**config.mk**
```make
export PLATFORM = sky130hd
export DESIGN_NAME = fpu_issue_ctrl
export DESIGN_NICKNAME = d
export VERILOG_FILES = /design/src/rtl/fpu_issue_ctrl.sv
export SDC_FILE = /design/constraint.sdc
export NUM_CORES = 1
export LEC_CHECK = 0
export CAP_MARGIN = 25
export CORE_MARGIN = 2
export CORE_UTILIZATION = 60
export CTS_CLUSTER_DIAMETER = 120
export DETAILED_ROUTE_END_ITERATION = 10
export DONT_BUFFER_PORTS = 1
export GPL_TIMING_DRIVEN = 0
export PLACE_DENSITY = 0.73
export SLEW_MARGIN = 20
export SYNTH_ARGS = -nofsm -noshare
export SYNTH_HDL_FRONTEND = slang
export SYNTH_SLANG_ARGS = --single-unit
```
**constraint.sdc**
```tcl
create_clock -name clk -period 2.9 [get_ports clk]
set_clock_uncertainty 0.15 [all_clocks]
set_input_delay 0.29 -clock clk [delete_from_list [all_inputs] [get_ports clk]]
set_output_delay 0.29 -clock clk [all_outputs]
set_load 0.01 [all_outputs]
```
**src/rtl/fpu_issue_ctrl.sv**
```systemverilog
// Issue sequencer for the multi-cycle single-precision FPU: accepts one FP op,
// counts its fixed latency, strobes the write-back and raises hazard stalls.
module fpu_issue_ctrl #(
    parameter int ADD_LAT = 3,
    parameter int MUL_LAT = 4,
    parameter int DIV_LAT = 12,
    parameter int CMP_LAT = 2,
    parameter int CNT_W   = 8
) (
    input  logic       clk,
    input  logic       reset_n,
    input  logic       issue_valid,
    input  logic [2:0] issue_op,
    input  logic [4:0] issue_fd,
    output logic       issue_ready,
    input  logic       dep_valid,
    input  logic [4:0] dep_reg,
    input  logic       dep_fcc,
    input  logic       flush,
    output logic       fpu_start,
    output logic [2:0] fpu_op,
    output logic       fpu_abort,
    output logic       fpr_we,
    output logic [4:0] fpr_waddr,
    output logic       fcc_we,
    output logic       busy,
    output logic       stall
);

    localparam logic [2:0] OP_CMP = 3'd7;

    typedef enum logic [1:0] {IDLE, EXEC, WB} state_t;

    state_t           state_q, state_d;
    logic [CNT_W-1:0] cnt_q, cnt_d;
    logic [2:0]       op_q, op_d;
    logic [4:0]       fd_q, fd_d;
    logic             first_q, first_d;
    logic             raw_hz, fcc_hz, struct_hz;

    function automatic logic [CNT_W-1:0] lat_of(input logic [2:0] op);
        case (op)
            3'd0, 3'd1: lat_of = CNT_W'(ADD_LAT);
            3'd2:       lat_of = CNT_W'(MUL_LAT);
            3'd3:       lat_of = CNT_W'(DIV_LAT);
            3'd7:       lat_of = CNT_W'(CMP_LAT);
            default:    lat_of = CNT_W'(1);
        endcase
    endfunction

    always_ff @(posedge clk or negedge reset_n) begin
        if (!reset_n) begin
            state_q <= IDLE;
            cnt_q   <= '0;
            op_q    <= '0;
            fd_q    <= '0;
            first_q <= 1'b0;
        end else begin
            state_q <= state_d;
            cnt_q   <= cnt_d;
            op_q    <= op_d;
            fd_q    <= fd_d;
            first_q <= first_d;
        end
    end

    always_comb begin
        state_d   = state_q;
        cnt_d     = cnt_q;
        op_d      = op_q;
        fd_d      = fd_q;
        first_d   = 1'b0;
        fpu_abort = 1'b0;
        fpr_we    = 1'b0;
        fcc_we    = 1'b0;
        case (state_q)
            IDLE: begin
                // A flush in IDLE only blocks this cycle's issue.
                if (issue_valid && !flush) begin
                    op_d    = issue_op;
                    fd_d    = issue_fd;
                    cnt_d   = lat_of(issue_op);
                    first_d = 1'b1;
                    state_d = EXEC;
                end
            end
            EXEC: begin
                if (flush) begin
                    fpu_abort = 1'b1;
                    state_d   = IDLE;
                end else begin
                    cnt_d = cnt_q - 1'b1;
                    if (cnt_q == CNT_W'(1)) begin
                        state_d = WB;
                    end
                end
            end
            WB: begin
                state_d = IDLE;
                if (flush) begin
                    fpu_abort = 1'b1;
                end else begin
                    fpr_we = (op_q != OP_CMP);
                    fcc_we = (op_q == OP_CMP);
                end
            end
            default: state_d = IDLE;
        endcase
    end

    assign issue_ready = (state_q == IDLE);
    assign busy        = (state_q != IDLE);
    assign fpu_start   = (state_q == EXEC) && first_q;
    assign fpu_op      = op_q;
    assign fpr_waddr   = fd_q;

    // Stall holds through WB since the register file commits at the end of it.
    assign raw_hz    = busy && dep_valid && (dep_reg == fd_q) && (op_q != OP_CMP);
    assign fcc_hz    = busy && dep_fcc && (op_q == OP_CMP);
    assign struct_hz = issue_valid && !issue_ready;
    assign stall     = raw_hz || fcc_hz || struct_hz;

endmodule
```
# --- Word-level counts from Yosys, hierarchy flattened ---
# Index checks and enable logic that the tools add are counted.
word_totals:
  wordCells: 56
  out_inout_bits: 15
  input_bits: 19
  ff_bits: 19
op_classes:
  add_sub_neg: 1
  eq_ne: 13
  muxes: 16
  n_reduce_logical: 21
op_table:
  columns: ["cell", "n"]
  rows:
  - ["$mux 8", 2]
  - ["$pmux 4 s4", 1]
  - ["$pmux 8 s2", 1]
  - ["$eq 8x1->1 const B", 1]
  - ["$logic_and 1x1->1", 8]
  - ["$mux 1", 8]
  - ["$sub 8x1->8 const B", 1]
  - ["$eq 3x2->1 const B", 2]
  - ["$eq 3x3->1 const B", 2]
  - ["$mux 2", 3]
  - ["$ne 3x3->1 const B", 2]
  - ["$eq 5x5->1", 1]
  - ["$pmux 2 s2", 1]
  - ["$reduce_and 2->1", 2]
  - ["$reduce_bool 2->1", 2]
  - ["$reduce_or 2->1", 2]
  - ["$eq 3x1->1 const B", 1]
  - ["$logic_not 3->1", 1]
  - ["$reduce_and 3->1", 1]
  - ["$eq 2x1->1 const B", 1]
  - ["$eq 2x2->1 const B", 1]
  - ["$logic_not 1->1", 2]
  - ["$logic_not 2->1", 1]
  - ["$logic_or 1x1->1", 2]
  - ["other kinds (2)", 2]

# --- Longest topological paths before layout ---
# Gate-level depths: netlist of run 1.
logic_depth:
  ltp_word: 6
  mapped_depth: 7
  ltp_nobuf: 5

# --- Worst setup path after synthesis of run 1 ---
# No wires, ideal clock.
synth_timing:
  path_kind: "reg2reg"
  start: "register state_q[0]"
  end: "register cnt_q[2]"
  path_slack_ns: 0.931
  stages_incl_launch_ff: 8
  t_required_ns: 2.624
  setup_time_ns: 0.126
  n_path_buf: 2
  synth_period_minus_slack_ns: 1.969
  arrival_time_ns: 1.693
  path_cell_list: "dfrtp_1 inv_1 ha_1 buf_4 mux2i_1 buf_2 or2_1 a221o_1"
synth_between:
  elab_chain_len: 3
  elab_cells_between_ends: 7
  cone_classes: "3 x eq/ne; 1 x mux; 3 x reduce/logical"
synth_rtl:
  columns: ["item", "line", "rtl"]
  rows:
  - ["from (decl)", "34", "state_t state_q, state_d;"]
  - ["from (signal assigned)", "59", "state_q <= state_d;"]
  - ["$logic_not 2->1 (*)", null, null]
  - ["net issue_ready", "15", "output logic issue_ready,"]
  - ["$ne 2x1->1 (no source line) or $reduce_bool 2->1 (tied branches)", null, null]
  - ["$reduce_and 3->1 (no source line)", null, null]
  - ["to (signal assigned)", "60", "cnt_q <= cnt_d;"]
  - ["to (decl)", "35", "logic [CNT_W-1:0] cnt_q, cnt_d;"]
# Mark *: on every way through the listed nets, which the timed path passes. The rest lies on a longest branch.
# A chain may end at the register's enable or synchronous reset.

# --- Final worst setup path of run 1 ---
layout_timing:
  start: "register state_q[0]"
  end: "output stall"
layout_between:
  elab_cells_between_ends: 11
  cone_classes: "11 x reduce/logical"
layout_rtl:
  columns: ["item", "line", "rtl"]
  rows:
  - ["$logic_not 2->1", "111", "assign issue_ready = (state_q == IDLE);"]
  - ["net issue_ready", "15", null]
  - ["$logic_not 1->1", "120", "assign struct_hz = issue_valid && !issue_ready;"]
  - ["$logic_and 1x1->1", "120", null]
  - ["$logic_or 1x1->1", "121", "assign stall = raw_hz || fcc_hz || struct_hz;"]
  - ["to (decl)", "27", "output logic stall"]
# The timed path passes the listed nets, and every way through them passes these cells.

==> impl_metrics.ini, run 1 <==
[outcome]
outcome = finished clean

[cells_and_area]
drive_gt1_share_pct = 8.80
diodes = 0
area_delta_synth_final_pct = 12.9
nets = 150
fin_cells = 150
fillers = 146
multi_input_area_um2 = 612
final_cell_mix = dfrtp_1 (19), dlygate4sd3_1 (9), mux2_1 (8)
final_common_cell = dfrtp_1
regArea_um2 = 475

[clock_network]
htree_levels = 1
cts_tree = done
cts_resized = 0
cts.sinks = 19
clock_path_buffers = 2
cts_setup_buffers = 0
worst_skew_pair.late_latency_ns = 0.30
cts_buffers = 3
cts.clk_slew.worst_paths_ns = 0.11
postCtsHoldBufs = 9
root_buffer = clkbuf_4

[global_route]
grt_pass1_wl_mm = 3.45
antenna_found_initial = 0
grt_use_total_pct = 21.9
grt_max_degree = 20
grt-ovfl-total = 0
grt_pass1_vias = 791

[critical_path]
critPathSlowestCell = dfrtp_1
path_cells = inv_1 > ha_1 > buf_4 > nor2b_1 > nand4_1 > o22ai_1
worstPathMaxFanout = 7
start_kind = flip-flop
cpPeakStageDelay_ns = 0.41
end_kind = output pin
cp_data_required_time_ns = 2.46
crit_arrival_ns = 1.71
critPathKind = flip-flop to output pin
critical-path-top-delay-family = flip-flops
worst-path-buf-inv = 2

[timing]
slew_violations = 0
period_minus_slack_ns = 2.15
maxSlewHeadroom_pct = 43.7
final-hold-violation-count = 0
post-route-period-util_pct = 74.3
fmax_mhz = 464
finalSetupViolCount = 0
finalSetupTns_ns = 0
worst_slack_ns = 0.746
rsz0062_at_grt = false
tightest_slew_ns = 0.842

[logic_synthesis]
synthCells = 112
avgSynthCellArea_um2 = 10.3
synthTopCellsByArea = dfrtp_1 (41%), mux2_1 (7.8%), ha_1 (5.4%)
synth_top_area_cell = dfrtp_1
seq_area_frac_synth_pct = 41.3
yosysTopAreaCellShare_pct = 41.3
ys_ff_latch = 19
ys_types = 38
syn_nets = 136
synth_area_um2 = 1150
yosys_warnings = 0

[route]
vias_per_cell = 6.18
drt_iter0_markers = 21
drtPass1Iterations = 4
ant_nets = 0
finalWirelength_mm = 2.30
vias = 927
wire_per_inst_um = 15.3
drc = 0

[floorplan]
die_x_um = 47.8
die_h_um = 47.8
die-area_um2 = 2280
num_rows = 15
floorplan.initialDensity_pct = 65.2
fp.coreArea_um2 = 1760
io_pins = 34

[pwr]
switching_share_pct = 42.8
p_switching_uw = 502
combPwrFrac_pct = 42.1
power_density_nw_per_um2 = 902
clockPowerShare_pct = 11.7
p_int_uw = 670
power.leakage_nw = 0.558
vdd_drop_max_mv = 0.553
p_seq_share_pct = 46.1

[placement]
port_buffers = 0
place_ws_ns = 0.758
hpwlAfterDp_mm = 1.74
place.gp.congestion = 0.805
dp_cells = 137

[worst_hold_path]
hold_class = primary input to flip-flop

[job]
maxCapViolCount = 0
## power by group through the flow
stage | logic [mW] | clock network [mW] | registers [mW]
final | 0.494 | 0.138 | 0.541
after floorplan | 0.405 | 0 | 0.510
after detailed placement | 0.482 | 0 | 0.547
after CTS | 0.498 | 0.141 | 0.541
after global placement | 0.463 | 0 | 0.539
after global routing | 0.557 | 0.150 | 0.559
## final cells by class
cell class | count | share of cell area [%]
well taps | 25 | 2.41
clock buffers | 3 | 1.73
inverters | 8 | 2.31
multi-input cells | 80 | 47.1
flip-flops and latches | 19 | 36.6
repair buffers | 9 | 6.93
plain buffers | 5 | 2.60
clock inverters | 1 | 0.385
## logic make-up after synthesis
group           share of synthesized area (%)
buf+inv                                  5.54
xor+xnor                                 3.80
compound gates                           13.3
flops                                    41.3
fa+ha+maj                                5.43
mux                                      10.4
simple gates                             20.2
## per-layer routing
layer | global-route usage [%] | up-vias | routed length, um
met5 | 0 | - | 0
met4 | 8.11 | 0 | 31
met3 | 4.15 | 4 | 120
met2 | 33.9 | 35 | 1140
met1 | 30.5 | 449 | 1000
li1 | - | 439 | -
## cells in the mapped netlist, drive strengths merged
cell type,n
a31oi,1
o22ai,3
ha,5
nor4bb,1
o21ai,3
o31ai,5
mux2,8
and3,2
nand4,1
mux2i,3
or2,2
a2111oi,1
inv,8
and2,2
a221o,2
nor2b,3
a211o,1
nand3,3
or3,1
o221ai,1
a41oi,1
dfrtp,19
xnor2,5
or3b,1
nand2b,5
nor2,3
a21oi,1
nor4,4
nor3b,1
a21boi,2
nand4bb,1
nand2,5
buf,5
or4,3
## sequential cells by signal (all words and copies together), names as in the netlist
| register | count |
|---|---|
| state_q | 2 |
| fpu_op | 3 |
| fpr_waddr | 5 |
| first_q | 1 |
| cnt_q | 8 |
## final timing paths
check | slack [ns] | start | cells past startpoint | endpoint
worst max-delay path | 0.75 | state_q[0] | 6 | stall
worst min-delay path | 0.08 | issue_valid | 2 | state_q[1]
worst max register to register | 0.75 | state_q[0] | 7 | cnt_q[2]
worst min register to register | 0.40 | cnt_q[7] | 2 | cnt_q[7]
max in group asynchronous | 1.71 | reset_n | 1 | fpr_waddr[3]
min in group asynchronous | 0.37 | reset_n | 1 | cnt_q[4]
## per-stage QoR
| step | power, mW | hold WS, ns | area (um^2) | util (%) |
|---|---|---|---|---|
| 2_1_floorplan | 0.915 | -0.156 | 1150 | - |
| 3_3_place_gp | 1.00 | -0.155 | 1180 | 67.0 |
| 3_5_place_dp | 1.03 | -0.155 | 1180 | 67.0 |
| 4_1_cts | 1.18 | 0.0794 | 1300 | 73.7 |
| 5_1_grt | 1.27 | 0.0847 | 1300 | 73.7 |
| 6_report | 1.17 | 0.0816 | 1300 | 73.7 |
No activity file was read; power rests on OpenSTA's default activity.
==> inputs of run 2 (changes only) <==
--- a/config.mk
+++ b/config.mk
@@ -5,14 +5,15 @@
 export SDC_FILE = /design/constraint.sdc
 export NUM_CORES = 1
 export LEC_CHECK = 0
+export ABC_AREA = 1
 export CAP_MARGIN = 25
 export CORE_MARGIN = 2
-export CORE_UTILIZATION = 60
+export CORE_UTILIZATION = 55
 export CTS_CLUSTER_DIAMETER = 120
 export DETAILED_ROUTE_END_ITERATION = 10
 export DONT_BUFFER_PORTS = 1
 export GPL_TIMING_DRIVEN = 0
-export PLACE_DENSITY = 0.73
+export PLACE_DENSITY = 0.7
 export SLEW_MARGIN = 20
 export SYNTH_ARGS = -nofsm -noshare
 export SYNTH_HDL_FRONTEND = slang
==> constraint.sdc (replaced) <==
create_clock -name clk -period 1.8 [get_ports clk]
set_clock_uncertainty 0.15 [all_clocks]
set_input_delay 0.18 -clock clk [delete_from_list [all_inputs] [get_ports clk]]
set_output_delay 0.18 -clock clk [all_outputs]
set_load 0.01 [all_outputs]
==> run 2 against run 1 <==
Effect of this change:
- wire length up 11%
- sequential share of layout area decreased by 2.5 points
- sequential power increased by 48%
- non-clock buffer count is 1 higher
- final area is 7.3% higher
- largest cell class unchanged
- die area rose by 8.6%
- worst setup slack lost 0.64 ns
- clock-buffer cell count rose by 1
- synthesized cell count rose by 42%
- power increased by 91%
- utilization decreased by 2.6 points
- first-iteration DRC count grew 19%
==> impl_metrics.ini, run 2 <==
[outcome]
outcome = finished clean

[timing]
finalSetupViolCount = 0
final-hold-violation-count = 0
slew_violations = 0
tightest_slew_ns = 0.869
rsz0062_at_grt = false
period_minus_slack_ns = 1.69
finalSetupTns_ns = 0
fmax_mhz = 590
maxSlewHeadroom_pct = 41.9
post-route-period-util_pct = 94.1
worst_slack_ns = 0.106

[logic_synthesis]
synth_area_um2 = 1150
synth_edf_count = 0
yosysTopAreaCellShare_pct = 41.2
synth-xor-area-share_pct = 3.03
synth.most_common_cell = nand2_1
synthFlopType = dfrtp_1
synth_compound_area_share_pct = 7.58
synth_top_family_by_area = simple AND/OR/NAND/NOR gates
syn_nets = 183
seq_area_frac_synth_pct = 41.2
synthMuxAreaShare_pct = 0
async_reset_ff_share_pct = 100
synth_top_area_cell = dfrtp_1
synthSimpleGateAreaFrac_pct = 34.8
synth_commonest_cells = nand2_1 (53), inv_1 (20), dfrtp_1 (19)
avgSynthCellArea_um2 = 7.26
synthAdderAreaFrac_pct = 5.42
synthTopCellsByArea = dfrtp_1 (41%), nand2_1 (17%), inv_1 (6.5%)
ys_types = 22
synthCells = 159
ys_ff_latch = 19
yosys_warnings = 0

[route]
finalWirelength_mm = 2.56
drtPass1Iterations = 4
drc = 0
ant_nets = 0
wire_per_inst_um = 12.5
vias = 1040
vias_per_cell = 5.07
drt_iter0_markers = 25

[floorplan]
die-area_um2 = 2480
fp.coreArea_um2 = 1960
die_x_um = 49.8
die_h_um = 49.8
io_pins = 34
floorplan.initialDensity_pct = 58.9
num_rows = 16

[global_route]
grt_use_total_pct = 22.8
antenna_found_initial = 0
grt_max_degree = 20
grt_pass1_wl_mm = 4.28
grt-ovfl-total = 0
grt_pass1_vias = 1018

[placement]
detailed_place.area_um2 = 1190
hpwlAfterDp_mm = 1.78
dp_cells = 186
port_buffers = 0
place_ws_ns = -0.0373
place.gp.congestion = 0.856

[job]
maxCapViolCount = 0

[cells_and_area]
regArea_um2 = 475
regMostFlops = cnt_q
multi_input_area_um2 = 622
fin_util_pct = 71.1
drive_gt1_share_pct = 16.3
diodes = 0
nets = 203
final_common_cell = nand2_1
fin_cells = 205
largest_reg_flops = 8
design_area_um2 = 1400
fillers = 174
final_cell_mix = nand2_1 (51), dfrtp_1 (19), inv_1 (17)
area_delta_synth_final_pct = 20.8

[clock_network]
htree_levels = 1
cts_tree = done
worst_skew_pair.late_latency_ns = 0.30
cts.clk_slew.worst_paths_ns = 0.11
clock_path_buffers = 2
cts_buffers = 3
cts.sinks = 19
root_buffer = clkbuf_4

[critical_path]
critPathKind = flip-flop to output pin
end_kind = output pin
cp_data_required_time_ns = 1.47
start_kind = flip-flop
crit_arrival_ns = 1.36
worstPathMaxFanout = 4

[pwr]
p_seq_share_pct = 35.9
p_int_mw = 1.15
switching_share_pct = 48.5
combPwrFrac_pct = 54.2
clockPowerShare_pct = 9.9
power_density_nw_per_um2 = 1600
p_switching_mw = 1.08
power.leakage_nw = 0.739
vdd_drop_max_mv = 0.912

[worst_hold_path]
hold_class = primary input to flip-flop
## run 2: critical path, stage by stage, from the launching register on
cell,delay (ns)
dfrtp_1,0.38
inv_2,0.06
ha_4,0.20
inv_6,0.10
nand2_4,0.04
nor3_2,0.09
nand3_1,0.10
nand2_2,0.09
## run 2: per-layer routing
metal | track usage [%] | vias to the layer above | wire length (um)
li1 | - | 530 | -
met1 | 29.2 | 486 | 1200
met4 | 6.94 | 0 | 10
met5 | 0 | - | 0
met3 | 3.94 | 2 | 87
met2 | 39.1 | 22 | 1260
## run 2: final timing paths
kind	slack (ns)	depth (start not counted)	to	start
worst max-delay path	0.11	7	stall	state_q[0]
worst min-delay path	0.1	5	cnt_q[0]	issue_op[0]
worst max register to register	0.11	9	cnt_q[2]	state_q[0]
worst min register to register	0.35	2	cnt_q[1]	cnt_q[1]
max in group asynchronous	0.69	1	state_q[1]	reset_n
min in group asynchronous	0.28	1	fpr_waddr[1]	reset_n
## run 2: timing repair
action,in CTS,in global routing
buffers inserted,2,2
hold endpoints to repair,30,0
gates resized for setup,8,5
hold buffers,11,0
pin swaps,2,2
setup endpoints to repair,9,9
## run 2: through the flow
step                      power [mW]  hold WS, ns
final                           2.23       0.0951
after global placement          1.78       -0.265
after floorplan                 1.62       -0.266
after detailed placement        1.82       -0.265
after global routing            2.45        0.118
after CTS                       2.17       0.0913
## run 2: layout make-up
class                      instances  area share [%]
timing repair buffer              15            10.0
clock buffer                       4            1.88
inverter                          24            7.00
sequential                        19            34.1
tap                               27            2.42
multi-input combinational        116            44.6
## run 2: power by group through the flow
stage	clock (mW)	combinational [mW]	sequential, mW
after global routing	0.243	1.39	0.820
after detailed placement	0	1.02	0.804
final	0.222	1.21	0.801
after global placement	0	0.987	0.796
after CTS	0.224	1.15	0.794
after floorplan	0	0.852	0.768
## run 2: logic make-up after synthesis
logic type | after synthesis
simple gates | 91
xor+xnor | 4
compound gates | 16
flops | 19
fa+ha+maj | 5
buf+inv | 24
==> inputs of run 3 (changes only) <==
--- a/config.mk
+++ b/config.mk
@@ -7,8 +7,10 @@
 export LEC_CHECK = 0
 export ABC_AREA = 1
 export CAP_MARGIN = 25
+export CELL_PAD_IN_SITES_DETAIL_PLACEMENT = 0
+export CELL_PAD_IN_SITES_GLOBAL_PLACEMENT = 1
 export CORE_MARGIN = 2
-export CORE_UTILIZATION = 55
+export CORE_UTILIZATION = 39
 export CTS_CLUSTER_DIAMETER = 120
 export DETAILED_ROUTE_END_ITERATION = 10
 export DONT_BUFFER_PORTS = 1
==> run 3 against run 2 <==
Effect of this change:
- global-route usage fell by 6.0 points
- critical endpoint unchanged
- highest routed layer unchanged
- via count fell by 1.1%
- first-iteration DRC count fell by 44%
- clock-buffer cell count fell by 1
- register-to-register slack improved by 0.02 ns
- critical path depth did not move
- combinational power barely moved
- worst hold slack got worse by 0.024 ns
==> impl_metrics.ini, run 3 (synthesis results as in run 2) <==
[clock_network]
clock_path_buffers = 2
cts.clk_slew.worst_paths_ns = 0.12
cts_tree = done
htree_levels = 1
worst_skew_pair.late_latency_ns = 0.30
root_buffer = clkbuf_4
cts_buffers = 3
cts.sinks = 19

[route]
vias = 1029
drt_iter0_markers = 14
drtPass1Iterations = 5
ant_nets = 0
wire_per_inst_um = 12.3
drc = 0
finalWirelength_mm = 2.55
vias_per_cell = 4.95

[floorplan]
num_rows = 19
io_pins = 34
die_x_um = 58.4
floorplan.initialDensity_pct = 41.5
die-area_um2 = 3410
fp.coreArea_um2 = 2780
die_h_um = 58.4

[cells_and_area]
drive_gt1_share_pct = 16.4
final_cell_mix = nand2_1 (51), dfrtp_1 (19), inv_1 (17)
largest_reg_flops = 8
design_area_um2 = 1410
diodes = 0
fin_cells = 208
nets = 202
final_common_cell = nand2_1
fin_util_pct = 50.6
area_delta_synth_final_pct = 21.8
regMostFlops = cnt_q

[timing]
worst_slack_ns = 0.120
period_minus_slack_ns = 1.68
fmax_mhz = 595
holdWs_ns = 0.0713
finalSetupTns_ns = 0
tightest_slew_ns = 0.422
slew_violations = 0
finalSetupViolCount = 0
maxSlewHeadroom_pct = 71.7
final-hold-violation-count = 0
post-route-period-util_pct = 93.3

[global_route]
grt_pass1_vias = 999
grt_pass1_wl_mm = 4.42
grt-ovfl-total = 0
antenna_found_initial = 0
grt_max_degree = 20
grt_use_total_pct = 16.8

[critical_path]
crit_arrival_ns = 1.35
start_kind = flip-flop
worst-path-buf-inv = 2
critPathSlowestCell = dfrtp_1
critPathKind = flip-flop to output pin
end_kind = output pin
worstPathMaxFanout = 4
cp_data_required_time_ns = 1.47
critical-path-top-delay-family = flip-flops
r2r_start = state_q[0]
cpPeakStageDelay_ns = 0.38
critPathLaunch = state_q[1]
path_cells = inv_2 > ha_4 > inv_6 > nand2_4 > nor3_2 > nand3_1 > nand2_2

[worst_hold_path]
hold_class = primary input to flip-flop
hp-start = issue_op[0]

[placement]
detailed_place.area_um2 = 1190
dp_cells = 190
place_ws_ns = -0.0553
place.gp.congestion = 0.781
hpwlAfterDp_mm = 1.88
port_buffers = 0

[pwr]
vdd_drop_max_mv = 1.18
power.leakage_nw = 0.737
power_density_nw_per_um2 = 1580
power.total_mw = 2.22

[outcome]
outcome = finished clean

[job]
maxCapViolCount = 0
## run 3: cell types whose count changed in the layout (fill, tap and decap cells not counted), sizes merged
cell	change
clkinvlp	+1
buf	-1
clkbuf	-1
## run 3: worst paths after layout
kind	depth (start not counted)	to	slack, ns
min reg2reg	2	cnt_q[1]	0.35
max	7	stall	0.12
min	5	cnt_q[0]	0.07
max reg2reg	9	cnt_q[5]	0.13
min in group asynchronous	1	fpr_waddr[1]	0.08
max in group asynchronous	2	cnt_q[1]	0.99
## run 3: power by group
| group | internal [mW] | switching (mW) | total (mW) | leakage, nW |
|---|---|---|---|---|
| logic | 0.445 | 0.744 | 1.19 | 0.482 |
| registers | 0.605 | 0.196 | 0.801 | 0.242 |
| clock network | 0.0845 | 0.147 | 0.232 | 0.0139 |
| total | 1.13 | 1.09 | 2.22 | 0.737 |
## run 3: tightest hold or removal path, cell delays in order
cell,delay (ns)
nand2_1,0.06
inv_1,0.06
o22ai_1,0.06
nand2_1,0.05
o21ai_0,0.07
## run 3: cell type report
type	instances	area [um^2]
Clock buffer	3	22.5
Clock inverter	1	7.51
Fill cell	291	1380
Inverter	24	100
Multi-Input combinational cell	116	622
Sequential cell	19	475
Tap cell	31	38.8
Timing Repair Buffer	14	140
## run 3: timing repair
item / 4_1_cts / 5_1_grt
gates resized for setup: 8 / 6
hold buffers: 11 / 0
gates cloned: 0 / 0
pin swaps: 3 / 3
setup buffers: 2 / 0
setup endpoints to repair: 9 / 4
hold endpoints to repair: 30 / 0
## run 3: metal layers
metal  part of all wire (%)  GRT usage [%]  vias to the layer above  routed length [um]
li1                       -              -                      530                   -
met1                     48           23.4                      473                1230
met2                     46           26.8                       24                1170
met3                    5.1           2.20                        2                 130
met4                   0.67           5.98                        0                  17
met5                      0              0                        -                   0
